## src/rtl/mux4_rr_arbiter.sv

```systemverilog
// Round-robin arbiter and select sequencer for a shared 4-to-1 mux, with bounded hold time.
// Optional MUX_ARB_LOCK_EN adds Lock_in, which suppresses preemption of the current holder.
module mux4_rr_arbiter #(
  parameter int MAX_HOLD = 8,
  parameter int CNT_W    = 4
) (
  input  logic       CLK,
  input  logic       RST,
  input  logic [3:0] Req_in,
`ifdef MUX_ARB_LOCK_EN
  input  logic       Lock_in,
`endif
  output logic [3:0] Grant_out,
  output logic       S0,
  output logic       S1,
  output logic       Valid_out
);

  typedef enum logic {IDLE, GRANT} state_t;

  localparam logic [CNT_W-1:0] CNT_MAX = CNT_W'(MAX_HOLD - 1);

  state_t           state;
  logic [1:0]       ptr;
  logic [1:0]       sel;
  logic [CNT_W-1:0] cnt;

  logic [1:0]       pick;
  logic             holder_req;
  logic             others_req;
  logic             lock;
  logic [CNT_W-1:0] cnt_next_sat;

  // First requester after ptr in circular order; ptr itself is searched last.
  function automatic logic [1:0] rr_pick(input logic [3:0] req, input logic [1:0] base);
    logic [1:0] idx;
    rr_pick = base;
    for (int k = 4; k >= 1; k--) begin
      idx = base + 2'(k);
      if (req[idx]) rr_pick = idx;
    end
  endfunction

`ifdef MUX_ARB_LOCK_EN
  assign lock = Lock_in;
`else
  assign lock = 1'b0;
`endif

  // In GRANT, ptr always equals the current holder index.
  always_comb begin
    pick         = rr_pick(Req_in, ptr);
    holder_req   = Req_in[ptr];
    others_req   = |(Req_in & ~(4'b0001 << ptr));
    cnt_next_sat = (cnt == CNT_MAX) ? cnt : cnt + 1'b1;
  end

  // NOTE: all state here is registered with non-blocking assignments so every
  // branch sees the pre-edge values of ptr/cnt regardless of statement order.
  always_ff @(posedge CLK) begin
    if (RST) begin
      state     <= IDLE;
      Grant_out <= 4'b0000;
      Valid_out <= 1'b0;
      sel       <= 2'b00;
      cnt       <= '0;
      ptr       <= 2'd3;
    end else begin
      case (state)
        IDLE: begin
          if (|Req_in) begin
            state     <= GRANT;
            Grant_out <= 4'b0001 << pick;
            Valid_out <= 1'b1;
            sel       <= pick;
            ptr       <= pick;
            cnt       <= '0;
          end
        end
        GRANT: begin
          if (holder_req && (!others_req || cnt != CNT_MAX || lock)) begin
            cnt <= cnt_next_sat;
          end else if (|Req_in) begin
            // Preemption or release with waiters: hand over without an idle cycle.
            Grant_out <= 4'b0001 << pick;
            sel       <= pick;
            ptr       <= pick;
            cnt       <= '0;
          end else begin
            state     <= IDLE;
            Grant_out <= 4'b0000;
            Valid_out <= 1'b0;
          end
        end
        default: state <= IDLE;
      endcase
    end
  end

  assign {S1, S0} = sel;

  a_onehot : assert property (@(posedge CLK) disable iff (RST) $onehot0(Grant_out));
  a_valid  : assert property (@(posedge CLK) disable iff (RST) Valid_out == |Grant_out);
  a_sel    : assert property (@(posedge CLK) disable iff (RST)
                              Valid_out |-> Grant_out[sel]);

endmodule

```

## config.mk

```make
export PLATFORM = sky130hd
export DESIGN_NAME = mux4_rr_arbiter
export DESIGN_NICKNAME = d
export VERILOG_FILES = /design/src/rtl/mux4_rr_arbiter.sv
export SDC_FILE = /design/constraint.sdc
export NUM_CORES = 1
export LEC_CHECK = 0
export ABC_AREA = 1
export CAP_MARGIN = 15
export CORE_MARGIN = 2
export CORE_UTILIZATION = 45
export CTS_CLUSTER_DIAMETER = 60
export DETAILED_ROUTE_END_ITERATION = 10
export PLACE_DENSITY = 0.78
export REMOVE_ABC_BUFFERS = 1
export SYNTH_ARGS = -nofsm -noshare
export SYNTH_HDL_FRONTEND = slang
export SYNTH_SLANG_ARGS = --single-unit
```

## constraint.sdc

```tcl
create_clock -name CLK -period 1.54 [get_ports CLK]
set_input_delay 0.308 -clock CLK [delete_from_list [all_inputs] [get_ports CLK]]
set_output_delay 0.308 -clock CLK [all_outputs]
set_load 0.02 [all_outputs]
```

# Word-level counts from Yosys, hierarchy flattened
# Cells that the tools add are included.
# totals
regBits	14
latchBits	0
ramBits	0
rom_bits	0
out_inout_bits	7
word_cells	64
n_memories	0
# op_classes
add_sub_neg	4
multipliers	0
div_mod_pow	0
order_cmp	4
eq_ne	6
shift	2
n_mux	32
bitwise_logic	3
n_reduce_logical	7
# ops
op	count
$mux W4	6
$pmux W4 S2	2
$mux W2	7
$lt A2 B3 Y1 const B	4
$mux W1	9
$bmux W1 S2	4
$pmux W2 S2	2
$reduce_or A4 Y1	2
$shl A1 B2 Y4 const A	2
$ne A2 B2 Y1 const B	3
$add A2 B2 Y2 const B	2
$add A4 B1 Y4 const B	1
$and A4 B4 Y4	1
$eq A4 B3 Y1 const B	1
$ne A4 B3 Y1 const B	1
$not A4 Y4	1
$pmux W1 S2	2
$ne A3 B3 Y1 const B	1
$reduce_and A3 Y1	1
$add A2 B1 Y2 const B	1
$reduce_and A2 Y1	1
$logic_and A1 B1 Y1	1
$logic_not A1 Y1	1
$logic_or A1 B1 Y1	1
$not A1 Y1	1

# Longest topological paths before layout
# Gate-level depths: netlist (run 1).
# logic_depth
ltp_word	10
depth_mapped	12

# Worst setup path before layout (run 1)
# Ideal clock, no wire load.
# synth_timing
path_type	reg-to-reg
from	reg ptr[0]
to	reg Grant_out[2]
arrival_time_ps	1515
required_time_ps	1469
setup_slack_ps	-46
path_stages_with_launch	12
synth_period_minus_slack_ps	1586
cell_sequence	dfxtp_1 -> inv_2 -> ha_1 -> inv_1 -> nand3_1 -> nand2_1 -> nand3_1 -> nand2_1 -> nand2_1 -> inv_1 -> nand3_1 -> a21oi_1
# synth_between
elab_chain_len	10
# synth_rtl
element	line_no	rtl
start, declared	24	logic [1:0] ptr;
start signal, assigned	76	ptr <= pick;
start signal, assigned	87	ptr <= pick;
$add A2 B2 Y2	39	idx = base + 2'(k);
$bmux W1 S2	40	if (req[idx]) rr_pick = idx;
$mux W1 (not written as such)	40	
$mux W2 (3 in a row)	40	
$shl A1 B2 Y4	73, 85	
$mux W4	83	end else if (|Req_in) begin
$mux W4	81	if (holder_req && (!others_req || cnt != CNT_MAX || lock)) begin
$pmux W4 S2	69	case (state)
end signal, assigned	73	Grant_out <= 4'b0001 << pick;
end signal, assigned	85	Grant_out <= 4'b0001 << pick;
end, declared	13	output logic [3:0] Grant_out,
# Parallel ways exist; a longest one is shown, timed or not. The select of a mux whose other input is x is not followed.
# A chain may end at the register's enable or synchronous reset.

# Final worst setup path (run 1)
# layout_timing
from	reg ptr[0]
to	reg ptr[0]
# layout_between
elab_chain_len	9
# layout_rtl
element	line_no
$add A2 B2 Y2	39
$bmux W1 S2	40
$mux W1 (not written as such)	40
$mux W2 (3 in a row)	40
$mux W2	71, 83
$mux W2	81
$pmux W2 S2	69
# Parallel ways exist; a longest one is shown, timed or not. The select of a mux whose other input is x is not followed.

==> results of run 1 <==
==> power groups by stage <==
stage          sequential (mW)  combinational [mW]  clock, mW
6_report                 0.545                1.61      0.260
3_3_place_gp             0.527                1.23          0
4_1_cts                  0.541                1.35      0.268
5_1_grt                  0.555                1.76      0.276
3_5_place_dp             0.528                1.28          0
2_1_floorplan            0.623               0.737          0
==> cell type report <==
type                       instances  area, um^2  share of cell area [%]
clock buffer                       4       36.28                   2.818
inverter                          22       95.09                   7.386
multi-input combinational         94       596.8                   46.36
sequential                        14       285.3                   22.16
tap                               25       31.28                   2.430
timing repair buffer              26       242.7                   18.85
==> sequential cells by signal, indices dropped and copies added, names as in the netlist <==
name       count
Valid_out      1
ptr            2
Grant_out      4
state          1
cnt            4
sel            2
==> cells by family (layout without fill, tap and decap cells) <==
kind of cell	Yosys count	in the layout	synth area share (%)
AOI/OAI and AO/OA	18	18	12.61
xor gates and xnor gates	1	1	1.015
adders and majority gates	5	5	7.246
buffers and inverters	23	52	10.00
DFF	14	14	32.46
and+or+nand+nor	70	70	36.67
==> cells in the mapped netlist <==
master	instances
inv_2	3
a41oi_1	1
o21ai_2	1
nor2_1	5
a21oi_2	1
nand3_1	19
o211ai_1	2
xor2_1	1
dfxtp_1	14
nand4_1	1
a211oi_1	1
nor3_2	1
ha_1	5
o21ai_0	2
a21oi_1	10
inv_1	19
nand3_2	1
nand2_1	37
nand2_2	6
clkbuf_1	1
==> timing repair <==
action,in CTS,in global routing
buffers inserted,1,0
hold buffers,0,0
resized for setup,16,31
pin swaps,3,6
setup endpoints to repair,15,16
==> how the worst max path moves through the flow <==
stage | endpoint | slack [ns] | depth (start not counted)
2_1_floorplan | Grant_out[2] | -0.05 | 11
3_3_place_gp | Grant_out[1] | -0.23 | 9
3_5_place_dp | sel[1] | -0.28 | 9
4_1_cts | sel[0] | -0.006 | 11
5_1_grt | cnt[0] | -0.09 | 12
6_report | ptr[0] | 0.01 | 11
==> cell usage in the layout (no fill, tap or decap) <==
master and count:
o211ai_1 2, dfxtp_1 12, o21ai_0 1, dlygate4sd2_1 3, dlymetal6s2s_1 4, a41oi_1 1, a21oi_4 1, inv_4 1
ha_2 1, a211oi_1 1, nand3_1 14, dfxtp_4 1, nor2_2 1, o21ai_2 2, nor3_2 1, clkbuf_8 1
a21oi_2 3, a21oi_1 7, buf_4 11, clkdlybuf4s50_1 5, nand2_2 12, inv_2 5, inv_6 2, nor2_1 4
clkbuf_4 3, nand4_1 1, nand2_1 30, ha_4 2, xor2_1 1, inv_1 14, buf_6 3, nand3_2 6
dfxtp_2 1, nand2_4 1, ha_1 2
==> worst max-delay path: stages (launching register included) <==
cell      delay, ns
dfxtp_4        0.38
inv_6          0.09
ha_4           0.14
inv_2          0.03
nand2_1        0.04
nand2_1        0.06
o21ai_2        0.21
nand3_2        0.13
nand2_4        0.12
inv_6          0.06
nand2_2        0.08
o211ai_1       0.08
==> layer usage <==
layer | wire (um) | vias to the layer above | global-route usage (%)
met5 | 0 | - | 0
met1 | 928 | 433 | 23.41
met2 | 1073 | 23 | 35.73
met3 | 104 | 0 | 7.170
li1 | - | 480 | -
met4 | 0 | 0 | 1.622
==> impl_metrics.py, run 1 <==
metrics = {
    "floorplanning": {
        "fp-row-count": 15,
        "die_y_um": 47.80,
        "initial_utilization_pct": 48.94,
        "chipWidth_um": 47.80,
        "io_pins": 13,
        "dieArea_um2": 2285,
        "core_um2": 1764,
    },
    "yosys": {
        "ys_warn_count": 0,
        "seq_area_frac_synth_pct": 32.46,
        "synth_seq_cells": 14,
        "avgSynthCellArea_um2": 6.590,
        "yosys-top-cells-area": "dfxtp_1 32%, nand2_1 16%, nand3_1 11%",
        "synth_top_area_share_pct": 32.46,
        "synth_area_um2": 863.3,
        "synth_cell_types": 20,
        "synth.largest_area_cell": "dfxtp_1",
        "syn-instance-count": 131,
    },
    "sta": {
        "worstMarginPinSlew_ns": 0.4249,
        "whs_ns": 0.4608,
        "fin_crit_ns": 1.526,
        "fmax_ghz": 0.6553,
        "maxSlewViolCount": 0,
        "finClkSkew_ns": 0.001014,
        "period_share_pct": 99.09,
        "fin_ws_ns": 0.01406,
        "relSlewSlack_pct": 71.59,
        "fin_setup_tns_ns": 0,
        "hold_viol": 0,
        "rsz0062_at_grt": "yes",
        "setup-violations-final": 0,
    },
    "worst_setup_path": {
        "cp-startpoint": "ptr[0]",
        "arrival_ns": 1.69,
        "r2r_slack_ns": 0.01,
        "required_ns": 1.70,
        "cp_max_fo": 9,
        "worstReg2RegEnd": "ptr[0]",
        "worstSetupStartpointType": "flip-flop",
        "regToRegStartpoint": "ptr[0]",
        "criticalPathCategory": "flip-flop to flip-flop",
        "cp-end-kind": "flip-flop",
        "reg2regPathDepth": 11,
    },
    "power": {
        "clockPowerShare_pct": 10.7,
        "peakVddDrop_mv": 1.457,
        "seq_power_share_pct": 22.5,
        "p_int_mw": 1.282,
        "static-leakage-power_nw": 0.6550,
        "p_sw_share_pct": 47.01,
        "power_mw": 2.418,
        "p_switching_mw": 1.137,
        "comb_power_share_pct": 66.7,
        "powerDensity_nw_per_um2": 1878,
    },
    "min_path": {
        "whs_path_depth": 2,
        "hp-class": "flip-flop to flip-flop",
        "hp-start": "sel[1]",
        "min_to": "sel[1]",
    },
    "drt": {
        "avgRoutedWirePerCell_um": 11.38,
        "drt_pass1_iterations": 4,
        "drt-vias-per-instance": 5.059,
        "detail-route-antenna-nets": 0,
        "routed_wl_um": 2106,
        "drc_errors": 0,
        "drt_iter0_markers": 38,
        "vias": 936,
    },
    "grt": {
        "overflow": 0,
        "grt_max_degree": 11,
        "grt_pass1_wl_um": 3194,
        "antenna_found_initial": 0,
        "grt_pass1_vias": 810,
        "grt_use_total_pct": 19.85,
    },
    "cells_and_area": {
        "n_fill_cell": 151,
        "antenna_cells": 0,
        "final_area_um2": 1287,
        "stdcell_count": 185,
        "drive_above_1_share_pct": 36.25,
        "area_growth_pct": 49.13,
        "nets": 172,
        "postLayoutCoreUtil_pct": 72.98,
    },
    "clock_network": {
        "clockRootBuffer": "clkbuf_4",
        "htree_levels": 1,
        "numCtsBuffers": 3,
        "clk_latency_ns": 0.28,
        "cts_tree": "yes",
        "cts_buffer_depth": 2,
        "clock_sinks": 14,
        "cts.clk_slew.worst_paths_ns": 0.08,
    },
    "placement": {
        "gp_congestion": 0.8454,
        "dp_hpwl_um": 1539,
        "port_buffers": 12,
        "placed_cell_area_um2": 1109,
        "pre_cts_slack_ns": -0.2777,
        "placed_cells": 180,
    },
    "run": {
        "max_cap_viol_count": 0,
    },
    "status": {
        "status": "completed",
    },
}
Note: power is estimated with default switching activity, not from simulation.
==> inputs of run 2 (changes only) <==
CELL_PAD_IN_SITES_DETAIL_PLACEMENT = 2   (was not set)
CELL_PAD_IN_SITES_GLOBAL_PLACEMENT = 2   (was not set)
CORE_ASPECT_RATIO = 0.6   (was not set)
CORE_UTILIZATION = 25   (was 45)
PLACE_DENSITY = 0.79   (was 0.78)
SLEW_MARGIN = 25   (was not set)
==> run 2 against run 1 <==
  * The flow now finishes with violations (setup timing)
  * Routed wire length is 110% higher
  * First-iteration DRC count is 7.9% lower
  * Via count is 11% higher
  * Highest routed layer is now met4
  * Clock power is 43% higher
  * Die area is 73% higher
  * Clock skew is 0.0031 ns higher
  * Sequential share of layout area is 2.7 points lower
  * Hold slack better by 0.024 ns
  * Register-to-register slack worse by 0.36 ns
  * Non-clock buffer count is 8 higher
  * Largest power group unchanged
==> impl_metrics.py, run 2 (synthesis gave the netlist of run 1 again) <==
metrics = {
    "status": {
        "status": "complete, but fails checks",
        "violations": "setup timing",
    },
    "floorplanning": {
        "core_um2": 3283,
        "chipWidth_um": 79.87,
        "fp-row-count": 16,
        "dieArea_um2": 3955,
        "initial_utilization_pct": 26.30,
        "io_pins": 13,
        "die_y_um": 49.52,
    },
    "worst_setup_path": {
        "crit_top_cell": "nand2_2",
        "slowest_stage": "dfxtp_4",
        "worstSetupStartpointType": "flip-flop",
        "cpPeakStageDelay_ns": 0.40,
        "arrival_ns": 2.03,
        "required_ns": 1.69,
        "path_cells": "buf_6 > ha_4 > inv_2 > nand2_2 > nand2_2 > o21ai_2 > buf_4 > nand3_4 > nand2_8 > buf_6 > nand2_2 > a21oi_1",
        "cp_max_fo": 4,
        "cp-end-kind": "flip-flop",
        "criticalPathCategory": "flip-flop to flip-flop",
    },
    "power": {
        "power_mw": 2.977,
        "powerDensity_nw_per_um2": 2008,
        "static-leakage-power_nw": 0.7302,
        "peakVddDrop_mv": 0.8842,
    },
    "drt": {
        "avgRoutedWirePerCell_um": 20.75,
        "routed_wl_um": 4441,
        "drt_iter0_markers": 35,
        "detail-route-antenna-nets": 0,
        "drt-vias-per-instance": 4.864,
        "drc_errors": 0,
        "vias": 1041,
        "drt_pass1_iterations": 4,
    },
    "sta": {
        "whs_ns": 0.4845,
        "worstMarginPinSlew_ns": 0.3655,
        "fin_ws_ns": -0.3424,
        "fin_crit_ns": 1.882,
        "rsz0062_at_grt": "yes",
        "setup-violations-final": 13,
        "maxSlewViolCount": 0,
        "fin_setup_tns_ns": -2.535,
        "fmax_ghz": 0.5312,
        "finClkSkew_ns": 0.004075,
        "hold_viol": 0,
        "relSlewSlack_pct": 75.55,
        "period_share_pct": 122.2,
    },
    "cells_and_area": {
        "area_growth_pct": 71.74,
        "final_cell_mix": "25 x nand2_1, 18 x buf_4, 14 x nand2_2, 14 x inv_1, 14 x nand3_1",
        "layout.area.seq_um2": 287.8,
        "n_fill_cell": 365,
        "stdcell_count": 214,
        "nets": 181,
        "postLayoutCoreUtil_pct": 45.16,
        "drive_above_1_share_pct": 44.38,
        "final_common_cell": "nand2_1",
        "multiInputGateArea_um2": 661.9,
        "final_area_um2": 1483,
        "antenna_cells": 0,
        "largestRegisters": "Grant_out (4), cnt (4)",
    },
    "placement": {
        "pre_cts_slack_ns": -0.3396,
        "placed_cell_area_um2": 1164,
        "placed_cells": 204,
        "gp_congestion": 0.8617,
        "dp_hpwl_um": 2444,
        "port_buffers": 12,
    },
    "clock_network": {
        "numCtsBuffers": 3,
        "cts_tree": "yes",
        "cts_buffer_depth": 2,
        "clock_sinks": 14,
        "cts_hold_buf": 0,
        "clk_latency_ns": 0.25,
        "cts.clk_slew.worst_paths_ns": 0.06,
        "htree_levels": 1,
        "clockRootBuffer": "clkbuf_8",
    },
    "grt": {
        "grt_max_degree": 10,
        "antenna_found_initial": 0,
        "overflow": 0,
        "grt_pass1_vias": 1192,
        "grt_pass1_wl_um": 5740,
        "grt_use_total_pct": 19.49,
    },
    "min_path": {
        "hp-class": "flip-flop to flip-flop",
    },
    "run": {
        "max_cap_viol_count": 0,
    },
}
-- run 2: layout make-up --
type / instances / share of cell area, %
repair inverters: 1 / 0.4219
inverters: 22 / 6.920
repair buffers: 34 / 21.10
well taps: 45 / 3.797
flip-flops and latches: 14 / 19.41
multi-input cells: 94 / 44.64
clock buffers: 4 / 3.713
-- run 2: worst paths after layout --
| path | start | to | slack (ns) | depth (start not counted) |
|---|---|---|---|---|
| min reg2reg | Grant_out[3] | Grant_out[3] | 0.48 | 2 |
| max reg2reg | ptr[0] | sel[0] | -0.34 | 12 |
| min | Grant_out[3] | Grant_out[3] | 0.48 | 2 |
| max | ptr[0] | sel[0] | -0.34 | 12 |
-- run 2: power breakdown --
part,internal (mW),switching [mW],leakage [nW]
clock,0.227,0.144,0.0288
sequential,0.477,0.104,0.115
combinational,0.787,1.24,0.586
total,1.49,1.49,0.730
-- run 2: what timing repair did --
item	CTS	global route
pin swaps	10	8
endpoints found under the hold margin	0	0
cloned	0	1
endpoints found under the setup margin	12	17
gates resized for setup	32	33
setup buffers	2	3
-- run 2: layer usage --
metal	up-vias	part of all wire (%)	global-route usage, %	routed length (um)
li1	496	-	-	-
met2	21	53	36.27	2334
met4	0	2.2	3.955	97
met5	-	0	0	0
met1	516	42	22.76	1853
met3	8	3.5	4.762	156
-- run 2: critical path, delay by kind of cell, from the launching register on --
kind,cells,cell delay [ns]
and+or+nand+nor,5,0.42
DFF,1,0.40
AOI/OAI and AO/OA,2,0.39
buffers and inverters,4,0.43
adders and majority gates,1,0.13
